[config.mk]
export PLATFORM = sky130hd
export DESIGN_NAME = conv_out_ctrl_flat
export DESIGN_NICKNAME = d
export VERILOG_FILES = /design/src/rtl/conv_pkg.sv /design/src/rtl/conv_out_ctrl_if.sv /design/src/rtl/conv_out_ctrl_frame_buf.sv /design/src/rtl/conv_out_ctrl.sv /design/src/flat_wrapper.sv
export SDC_FILE = /design/constraint.sdc
export NUM_CORES = 2
export LEC_CHECK = 0
export CAP_MARGIN = 10
export CORE_MARGIN = 2
export CORE_UTILIZATION = 63
export CTS_BUF_LIST = sky130_fd_sc_hd__clkbuf_4
export CTS_CLUSTER_SIZE = 30
export DETAILED_ROUTE_END_ITERATION = 8
export PLACE_DENSITY = 0.8
export SETUP_SLACK_MARGIN = 0.4
export SLEW_MARGIN = 20
export SYNTH_ARGS = -nofsm -noshare
export SYNTH_HDL_FRONTEND = slang
export SYNTH_HIERARCHICAL = 1
export SYNTH_SLANG_ARGS = --single-unit
[constraint.sdc]
create_clock -name clk -period 8.3 [get_ports clk]
set_input_delay 0.83 -clock clk [delete_from_list [all_inputs] [get_ports clk]]
set_output_delay 0.83 -clock clk [all_outputs]
set_load 0.02 [all_outputs]
[src/rtl/conv_pkg.sv]
// Shared parameters, types and helpers for the convolution
// image/output controllers.
package conv_pkg;

  function automatic int sq(int n);
    return n * n;
  endfunction

  function automatic int nbits(int n);
    return $clog2(n + 1);
  endfunction

  localparam int K_DIM  = 3;
  localparam int I_DIM  = 8;
  localparam int M_BITS = 16;
  localparam int O_DIM  = K_DIM + I_DIM - 1;
  localparam int O_SIZE = sq(O_DIM);
  localparam int O_BITS = nbits(O_DIM);
  localparam int A_BITS = nbits(O_SIZE);

  typedef enum logic [0:0] {FILL, DRAIN} out_state_t;

  typedef logic [A_BITS-1:0] addr_t;
  typedef logic [M_BITS-1:0] word_t;
  typedef logic [O_BITS-1:0] coord_t;

endpackage

[src/rtl/conv_out_ctrl_if.sv]
// Result input stream and DMA output stream of the
// output controller.
interface conv_out_ctrl_if;
  import conv_pkg::*;

  word_t                   in_data;
  logic [1:0][O_BITS-1:0]  in_user;
  logic                    in_last;
  logic                    in_valid;
  logic                    in_ready;

  word_t                   out_data;
  logic                    out_last;
  logic                    out_valid;
  logic                    out_ready;

  modport master (
    output in_data, in_user, in_last, in_valid, out_ready,
    input  in_ready, out_data, out_last, out_valid
  );

  modport slave (
    input  in_data, in_user, in_last, in_valid, out_ready,
    output in_ready, out_data, out_last, out_valid
  );

endinterface

[src/rtl/conv_out_ctrl_frame_buf.sv]
// One-frame result buffer: flop array with a written bitmap,
// sync write, async read, single-cycle bulk clear.
module out_frame_buf
  import conv_pkg::*;
(
  input  logic  clk,
  input  logic  rst,
  input  logic  we,
  input  addr_t waddr,
  input  word_t wdata,
  input  logic  clr,
  input  addr_t raddr,
  output word_t rdata,
  output logic  rvalid
);

  word_t             mem [O_SIZE];
  logic [O_SIZE-1:0] written;

  // Data array: no reset, slots are qualified by the bitmap.
  always_ff @(posedge clk) begin
    if (we) mem[waddr] <= wdata;
  end

  // Written bitmap: cleared on reset or at end of drain.
  always_ff @(posedge clk) begin
    if (rst || clr) written <= '0;
    else if (we)    written[waddr] <= 1'b1;
  end

  assign rdata  = mem[raddr];
  assign rvalid = written[raddr];

endmodule

[src/rtl/conv_out_ctrl.sv]
// Output controller: gathers out-of-order results into a
// frame buffer, then streams the frame in raster order.
module conv_out_ctrl
  import conv_pkg::*;
(
  input  logic            clk,
  input  logic            rst,
  conv_out_ctrl_if.slave  bus,
  output logic            err_range,
  output logic            err_miss
);

  out_state_t state_q, state_d;
  addr_t      rd_addr_q, rd_addr_d;

  coord_t row, col;
  logic   in_range;
  addr_t  wr_addr;
  logic   we, clr;
  word_t  rdata;
  logic   rvalid;
  logic   is_last;

  logic   in_ready, out_valid, out_last;
  word_t  out_data;

  assign row      = bus.in_user[1];
  assign col      = bus.in_user[0];
  assign in_range = (row < coord_t'(O_DIM)) &&
                    (col < coord_t'(O_DIM));
  assign wr_addr  = addr_t'(row) * addr_t'(O_DIM)
                  + addr_t'(col);
  assign we       = bus.in_valid && in_ready && in_range;
  assign is_last  = (rd_addr_q == addr_t'(O_SIZE - 1));

  out_frame_buf u_buf (
    .clk    (clk),
    .rst    (rst),
    .we     (we),
    .waddr  (wr_addr),
    .wdata  (bus.in_data),
    .clr    (clr),
    .raddr  (rd_addr_q),
    .rdata  (rdata),
    .rvalid (rvalid)
  );

  // FSM state and read pointer registers.
  always_ff @(posedge clk) begin
    if (rst) begin
      state_q   <= FILL;
      rd_addr_q <= '0;
    end else begin
      state_q   <= state_d;
      rd_addr_q <= rd_addr_d;
    end
  end

  // Next state, read pointer and stream outputs.
  always_comb begin
    state_d   = state_q;
    rd_addr_d = rd_addr_q;
    in_ready  = 1'b0;
    out_valid = 1'b0;
    out_last  = 1'b0;
    out_data  = '0;
    clr       = 1'b0;
    unique case (state_q)
      FILL: begin
        in_ready = 1'b1;
        if (bus.in_valid && bus.in_last) begin
          state_d   = DRAIN;
          rd_addr_d = '0;
        end
      end
      DRAIN: begin
        out_valid = 1'b1;
        out_last  = is_last;
        out_data  = rvalid ? rdata : '0;
        if (bus.out_ready) begin
          if (is_last) begin
            state_d   = FILL;
            rd_addr_d = '0;
            clr       = 1'b1;
          end else begin
            rd_addr_d = rd_addr_q + addr_t'(1);
          end
        end
      end
    endcase
  end

  // Sticky error flags, cleared only by reset.
  always_ff @(posedge clk) begin
    if (rst) begin
      err_range <= 1'b0;
      err_miss  <= 1'b0;
    end else begin
      if (bus.in_valid && in_ready && !in_range)
        err_range <= 1'b1;
      if (out_valid && bus.out_ready && !rvalid)
        err_miss <= 1'b1;
    end
  end

  assign bus.in_ready  = in_ready;
  assign bus.out_valid = out_valid;
  assign bus.out_last  = out_last;
  assign bus.out_data  = out_data;

endmodule

[src/flat_wrapper.sv]
// flat-port wrapper written by rule: the top's interface ports become plain ports
module conv_out_ctrl_flat import conv_pkg::*;
  (clk, rst, err_range, err_miss, bus_in_data, bus_in_user, bus_in_last, bus_in_valid, bus_out_ready, bus_in_ready, bus_out_data, bus_out_last, bus_out_valid);
  conv_out_ctrl_if bus_i ();
  input  logic clk;
  input  logic rst;
  output logic err_range;
  output logic err_miss;
  input wire logic [$bits(bus_i.in_data)-1:0] bus_in_data;
  input wire logic [$bits(bus_i.in_user)-1:0] bus_in_user;
  input wire logic [$bits(bus_i.in_last)-1:0] bus_in_last;
  input wire logic [$bits(bus_i.in_valid)-1:0] bus_in_valid;
  input wire logic [$bits(bus_i.out_ready)-1:0] bus_out_ready;
  output wire logic [$bits(bus_i.in_ready)-1:0] bus_in_ready;
  output wire logic [$bits(bus_i.out_data)-1:0] bus_out_data;
  output wire logic [$bits(bus_i.out_last)-1:0] bus_out_last;
  output wire logic [$bits(bus_i.out_valid)-1:0] bus_out_valid;
  assign bus_i.in_data = bus_in_data;
  assign bus_i.in_user = bus_in_user;
  assign bus_i.in_last = bus_in_last;
  assign bus_i.in_valid = bus_in_valid;
  assign bus_i.out_ready = bus_out_ready;
  assign bus_in_ready = bus_i.in_ready;
  assign bus_out_data = bus_i.out_data;
  assign bus_out_last = bus_i.out_last;
  assign bus_out_valid = bus_i.out_valid;
  conv_out_ctrl u_core (.clk(clk), .rst(rst), .bus(bus_i), .err_range(err_range), .err_miss(err_miss));
endmodule
# == Yosys cells after proc, flatten, opt, wreduce, memory -nomap -nowiden ==
# Memories as Yosys holds them, arrays and structs flattened. A register that Yosys moved wholly into a read port is not among the register bits.
# Index checks and enable logic that the tools add are counted.
# totals
register_bits,110
ramBits,1600
input_bits,29
output_inout_bits,21
word_cells,55
n_memories,1
# memory_table
memory,depth,width,read_ports,rd_ports_with_merged_regs,write_ports,line,rtl
u_core.u_buf.mem,100,16,1,1,1,conv_out_ctrl_frame_buf.sv:17,word_t mem [O_SIZE];
# op_classes
n_addsub,2
mul,1
n_lt_le_gt_ge,5
n_eq_ne,3
n_mux,24
n_bitwise,2
reduce_logical,12
# ops
operator,n
100-bit bitwise OR,1
7-bit 2-to-1 mux,5
16-bit 2-to-1 mux,2
"7-bit by 8-bit < comparator with 1-bit output, second input constant",2
7-bit case mux with 2 select lines,1
1-bit 2-to-1 mux,13
1-bit logical AND,8
"4-bit < comparator, second input constant",2
"7-bit by 1-bit adder with 7-bit output, second input constant",1
7-bit by 4-bit adder with 7-bit output,1
1-bit binary-select mux with 7-bit select,1
1-bit demux with 7-bit select,1
"7-bit equality test, second input constant",1
"7-bit by 1-bit greater-or-equal comparator with 1-bit output, second input constant",1
"4-bit by 3-bit multiplier with 6-bit output, second input constant",1
1-bit zero test,2
"2-bit by 1-bit != test with 1-bit output, second input constant",1
"2-bit != test, second input constant",1
1-bit case mux with 2 select lines,1
2-bit AND reduction,1
1-bit logical OR,1
1-bit NOT,1

# == Logic depth before layout (Yosys ltp) ==
# depth
ltp_word,7
depth_mapped,15
depth_no_buf,10

# == Hierarchy ==
# The synthesis kept the hierarchy.
# modules_own_cells
module,n_inst,cells_each,area_per_inst_um2,seq_area_each_um2
out_frame_buf,1,3155,65248.8,50048.0
conv_out_ctrl,1,104,844.6,200.2

# == Worst setup path before layout ==
# Ideal clock, no wire load.
# synth_path
path_kind,input to register
start,in bus_in_user[5]
end,"mem u_core/u_buf/mem[76][0] in the netlist's numbering, enable pin"
setup_time_ns,0.412
arrival_time_ns,3.847
slack_ns,4.041
cell_stages,9
path_buffers,0
path_cell_list,ha_1 > ha_1 > inv_1 > fa_1 > nand3b_1 > xnor2_1 > nor2b_1 > nand3_1 > nor3_1
# synth_via
elab_cells_between_ends,7
# synth_lines
item,line,rtl
"start, declared",flat_wrapper.sv:10,input wire logic [$bits(bus_i.in_user)-1:0] bus_in_user;
4-bit by 3-bit multiplier with 6-bit output,conv_out_ctrl.sv:31,assign wr_addr = addr_t'(row) * addr_t'(O_DIM)
7-bit by 4-bit adder with 7-bit output,conv_out_ctrl.sv:32,+ addr_t'(col);
via u_core.wr_addr[6],conv_out_ctrl.sv:18,addr_t wr_addr;
"end, declared",conv_out_ctrl_frame_buf.sv:17,
# The timed path passes the listed nets, and every way through them passes these cells.

# == Final worst setup path ==
# layout_path
start,reg u_core.rd_addr_q[2]
end,out bus_out_data[0]
# layout_via
elab_chain_cells,4
# layout_lines
item,line,rtl
"start, declared",conv_out_ctrl.sv:14,"addr_t rd_addr_q, rd_addr_d;"
"start signal, assigned",conv_out_ctrl.sv:55,rd_addr_q <= rd_addr_d;
1-bit binary-select mux with 7-bit select,conv_out_ctrl_frame_buf.sv:32,assign rvalid = written[raddr];
1-bit 2-to-1 mux (implied by the code),conv_out_ctrl_frame_buf.sv:32,
16-bit 2-to-1 mux,conv_out_ctrl.sv:79,out_data = rvalid ? rdata : '0;
16-bit 2-to-1 mux,conv_out_ctrl.sv:68,unique case (state_q)
"end, declared",flat_wrapper.sv:15,output wire logic [$bits(bus_i.out_data)-1:0] bus_out_data;
# No other way between the ends. The select of a mux whose other input is x is not followed.

==> key figures <==
Worst setup path
  • RR Endpoint: u_core/u_buf/written[81]
  • Crit path kind: register to output port
  • Crit Path Max Fanout: 47
  • R2R Path Start: u_core/rd_addr_q[0]
  • Crit. Startpoint: u_core/rd_addr_q[2]
  • Reg2Reg Depth: 8
  • Required time worst endpoint: 7470 ps
  • Worst Path Arrival: 6110 ps
  • Worst setup endpoint: bus_out_data[0]
  • Startpoint Class: register
  • Crit path capture type: output port
  • Setup slack, reg-to-reg: 3940 ps

Synth
  • Seq cells post-synth: 1710
  • Main combinational cell family by area after synthesis: multiplexers
  • Mux contribution to synthesized area: 14.64%
  • Top cell type's share of synthesized area: 72.69%
  • Post-Synth Simple-Gate Area: 2.597%
  • Net Count, Synth: 3298
  • Asr flop ratio synth: 0%
  • Post-synthesis xor/xnor area fraction: 0.1458%
  • Cell area after synthesis: 0.06609 mm^2
  • Synth area leader: edfxtp_1
  • EDFF count, synth: 1600
  • Adder-cell share of the synthesized area: 0.2120%
  • Synthesized instance count: 3259
  • Sequential element share of the synthesized area: 76.03%
  • Top cells by area, synth: edfxtp_1, mux4_2, dfxtp_1
  • Complex-gate fraction of the synthesized area: 4.612%
  • Leading register cell type out of synthesis: edfxtp_1
  • Yosys warns: 6
  • Syn avg cell area: 20.28 um^2
  • Cell variety after synth: 64

STA
  • Fin. Hold Viols: 0
  • Final setup viols: 0
  • RSZ-0062 raised after global routing: false
  • Period utilisation layout: 83.56%
  • Slew headroom: 17.90%
  • Clock skew: 124.8 ps
  • Fin crit period: 6935 ps
  • Slew of the pin with the lowest slew margin: 1228 ps
  • Total negative slack: 0 ps
  • Fmax: 144.2 MHz
  • Post-route worst setup slack: 1365 ps
  • Final Slew Violations: 0

Status
  • Status: complete, but fails checks
  • Failing checks: DRC

Power and ir drop
  • Total power: 16.97 mW
  • P per Cell Area: 229.6 mW/mm^2
  • Worst vdd ir: 0.1791 mV
  • Cell leakage power: 23.40 nW

Detailed routing
  • Pre-antenna DRT Iters: 9
  • Vias post-DR: 37060
  • Routed vias/inst: 6.834
  • DRT iter0 DRCs: 6050
  • Total Routed Length: 173.1 mm
  • Routed len/inst: 31.93 um
  • Drt drc: 2
  • ANT nets after route: 0

Floorplan
  • Initial core utilization: 63.68%
  • Total die area: 0.1075 mm^2
  • Chip width: 327.9 um
  • Die Y: 327.9 um
  • Core ar.: 0.1038 mm^2
  • Io pins: 50
  • Cell row count: 118

Place
  • PortBufs: 49
  • RePlAce Congestion: 0.8984
  • Placed insts: 4663
  • Post-DP Area: 0.06850 mm^2
  • HPWL Detailed: 101.5 mm
  • Place WS: 2734 ps

Hold path
  • Hold Crit Class: input port to register

Clock tree
  • Max Buffers Root-to-Sink: 4
  • Clk Latency, worst-skew pair: 1250 ps
  • Clk pin slew, worst setup/hold paths: 70 ps
  • CTS tree: done
  • TritonCTS buffer count: 418
  • H-tree levels: 5
  • Sink Count: 1710
  • Resized cells post-CTS: 0
  • Clock root buffer: clkbuf_4

Layout
  • Area growth from synthesis to layout: 11.80%
  • Final nets: 3751
  • # fillers: 5928
  • Ratio of cells with drive above 1 in the final layout: 29.79%
  • Fin area: 0.07389 mm^2
  • Finished Layout Cells: 5423

Global routing
  • Pin count of the biggest net entering global routing: 104
  • GRT Util Overall: 32.74%
  • Number of global-route vias before repair: 37060
  • First-pass GRT wire length: 250.0 mm
  • GRT overflow: 0
  • Initial antenna violation count: 6

Flow run
  • Maxcap violations: 0
[synthesized netlist by cell type, types with 5 or more instances]
cell type / n
a22o_1: 13
a221o_1: 7
inv_1: 10
o21ai_0: 21
buf_1: 7
o211ai_1: 6
o21a_1: 101
a221oi_1: 14
clkbuf_1: 69
ha_1: 8
nand2_1: 130
buf_2: 49
a22oi_1: 48
buf_4: 25
a2111oi_0: 14
and2_1: 5
o221ai_1: 38
nor2_1: 148
dfxtp_1: 110
a211oi_1: 17
nand2b_1: 6
a31oi_1: 12
or3_1: 10
nor2b_1: 15
and3_1: 19
mux4_2: 352
nand3_1: 19
mux2i_1: 170
xnor2_1: 9
buf_6: 23
o22ai_1: 37
edfxtp_1: 1600
a32oi_1: 6
a21oi_1: 67
nor3_1: 11
[stage by stage]
stage | hold slack [ps] | utilization (%)
2_1_floorplan | 435.4 | -
3_5_place_dp | 448.9 | 66.00
3_3_place_gp | 440.4 | 66.00
5_1_grt | 63.85 | 71.17
4_1_cts | 31.78 | 71.09
6_report | 104.4 | 71.19
[critical path, cell delays in order (launching register included)]
cell and delay [ps]:
dfxtp_4 880, clkinv_1 690, buf_4 510, nor2_2 170, buf_4 440, a22oi_1 130
a21oi_1 560, o21ai_0 190, a31oi_1 420, and3_1 220, clkdlybuf4s50_1 610
[state kept, by name (all words and copies together) (netlist names)]
signal                count
u_core/err_miss           1
u_core/err_range          1
u_core/rd_addr_q          7
u_core/state_q            1
u_core/u_buf/mem       1600
u_core/u_buf/written    100
[what timing repair did]
| action | in CTS | in global routing |
|---|---|---|
| hold buffers | 7 | 0 |
| hold endpoints to repair | 84 | 0 |
| setup buffers | 0 | 0 |
[routing by layer]
metal	global-route usage, %	wire length, um	up-vias	part of all wire [%]
met4	16.92	9809	6	5.7
met5	0	34	-	0.020
met3	9.813	24350	651	14
met2	50.20	81420	3122	47
met1	43.14	57540	18553	33
li1	-	-	14728	-
[cell usage in the layout (no fill, tap or decap), drive strengths merged, types with 5 or more instances in the layout]
cell and instances:
edfxtp 1600, clkbuf 611, mux4 352, buf 174, mux2i 170, nor2 148, nand2 131, clkinv 114
dfxtp 110, o21a 101, a21oi 67, a22oi 48, o221ai 38, o22ai 37, clkdlybuf4s50 33, o21ai 22
and3 19, nand3 19, a2111oi 18, a211oi 17, inv 16, diode 15, nor2b 15, a221oi 14
a22o 13, a31oi 12, nor3 11, or3 10, xnor2 9, ha 8, dlygate4sd3 7, a221o 7
nand2b 6, o211ai 6, a32oi 6, clkinvlp 5, nand3b 5, and2 5
[power breakdown]
part | switching [mW] | internal (mW) | total (mW)
sequential | 0.0202 | 9.44 | 9.46
clock | 3.22 | 3.50 | 6.71
combinational | 0.512 | 0.286 | 0.798
total | 3.75 | 13.2 | 17.0
[layout make-up]
type                    count  area [um^2]  share of cell area (%)
multi-input cells        1354        14740                   19.95
well taps                1380         1727                   2.337
repair buffers            214         1858                   2.515
flip-flops and latches   1710        50260                   68.02
inverters                  14        52.55                 0.07112
clock inverters           125        629.4                  0.8517
diodes                     15        37.54                 0.05080
clock buffers             611         4587                   6.208
[how the worst min path moves through the flow]
stage | slack, ps | to | start | cells after the start
after global placement | 440 | u_core/u_buf/written[14] | u_core/u_buf/written[14] | 1
after detailed placement | 450 | u_core/u_buf/written[47] | u_core/u_buf/written[47] | 1
after global routing | 60 | u_core/u_buf/mem[33][0] | bus_in_data[0] | 1
final | 100 | u_core/u_buf/mem[24][8] | bus_in_data[8] | 1
after CTS | 30 | u_core/u_buf/mem[50][0] | bus_in_data[0] | 1
after floorplan | 440 | u_core/u_buf/written[12] | u_core/u_buf/written[12] | 1
[kinds of logic after synthesis]
logic type	after synthesis
AO/OA/AOI/OAI	421
adder cells (fa/ha/maj)	10
flip-flops	1710
XOR/XNOR	11
multiplexers	526
AND/OR/NAND/NOR	386
buffers and inverters	195
Power figures use the tool's default switching activity.
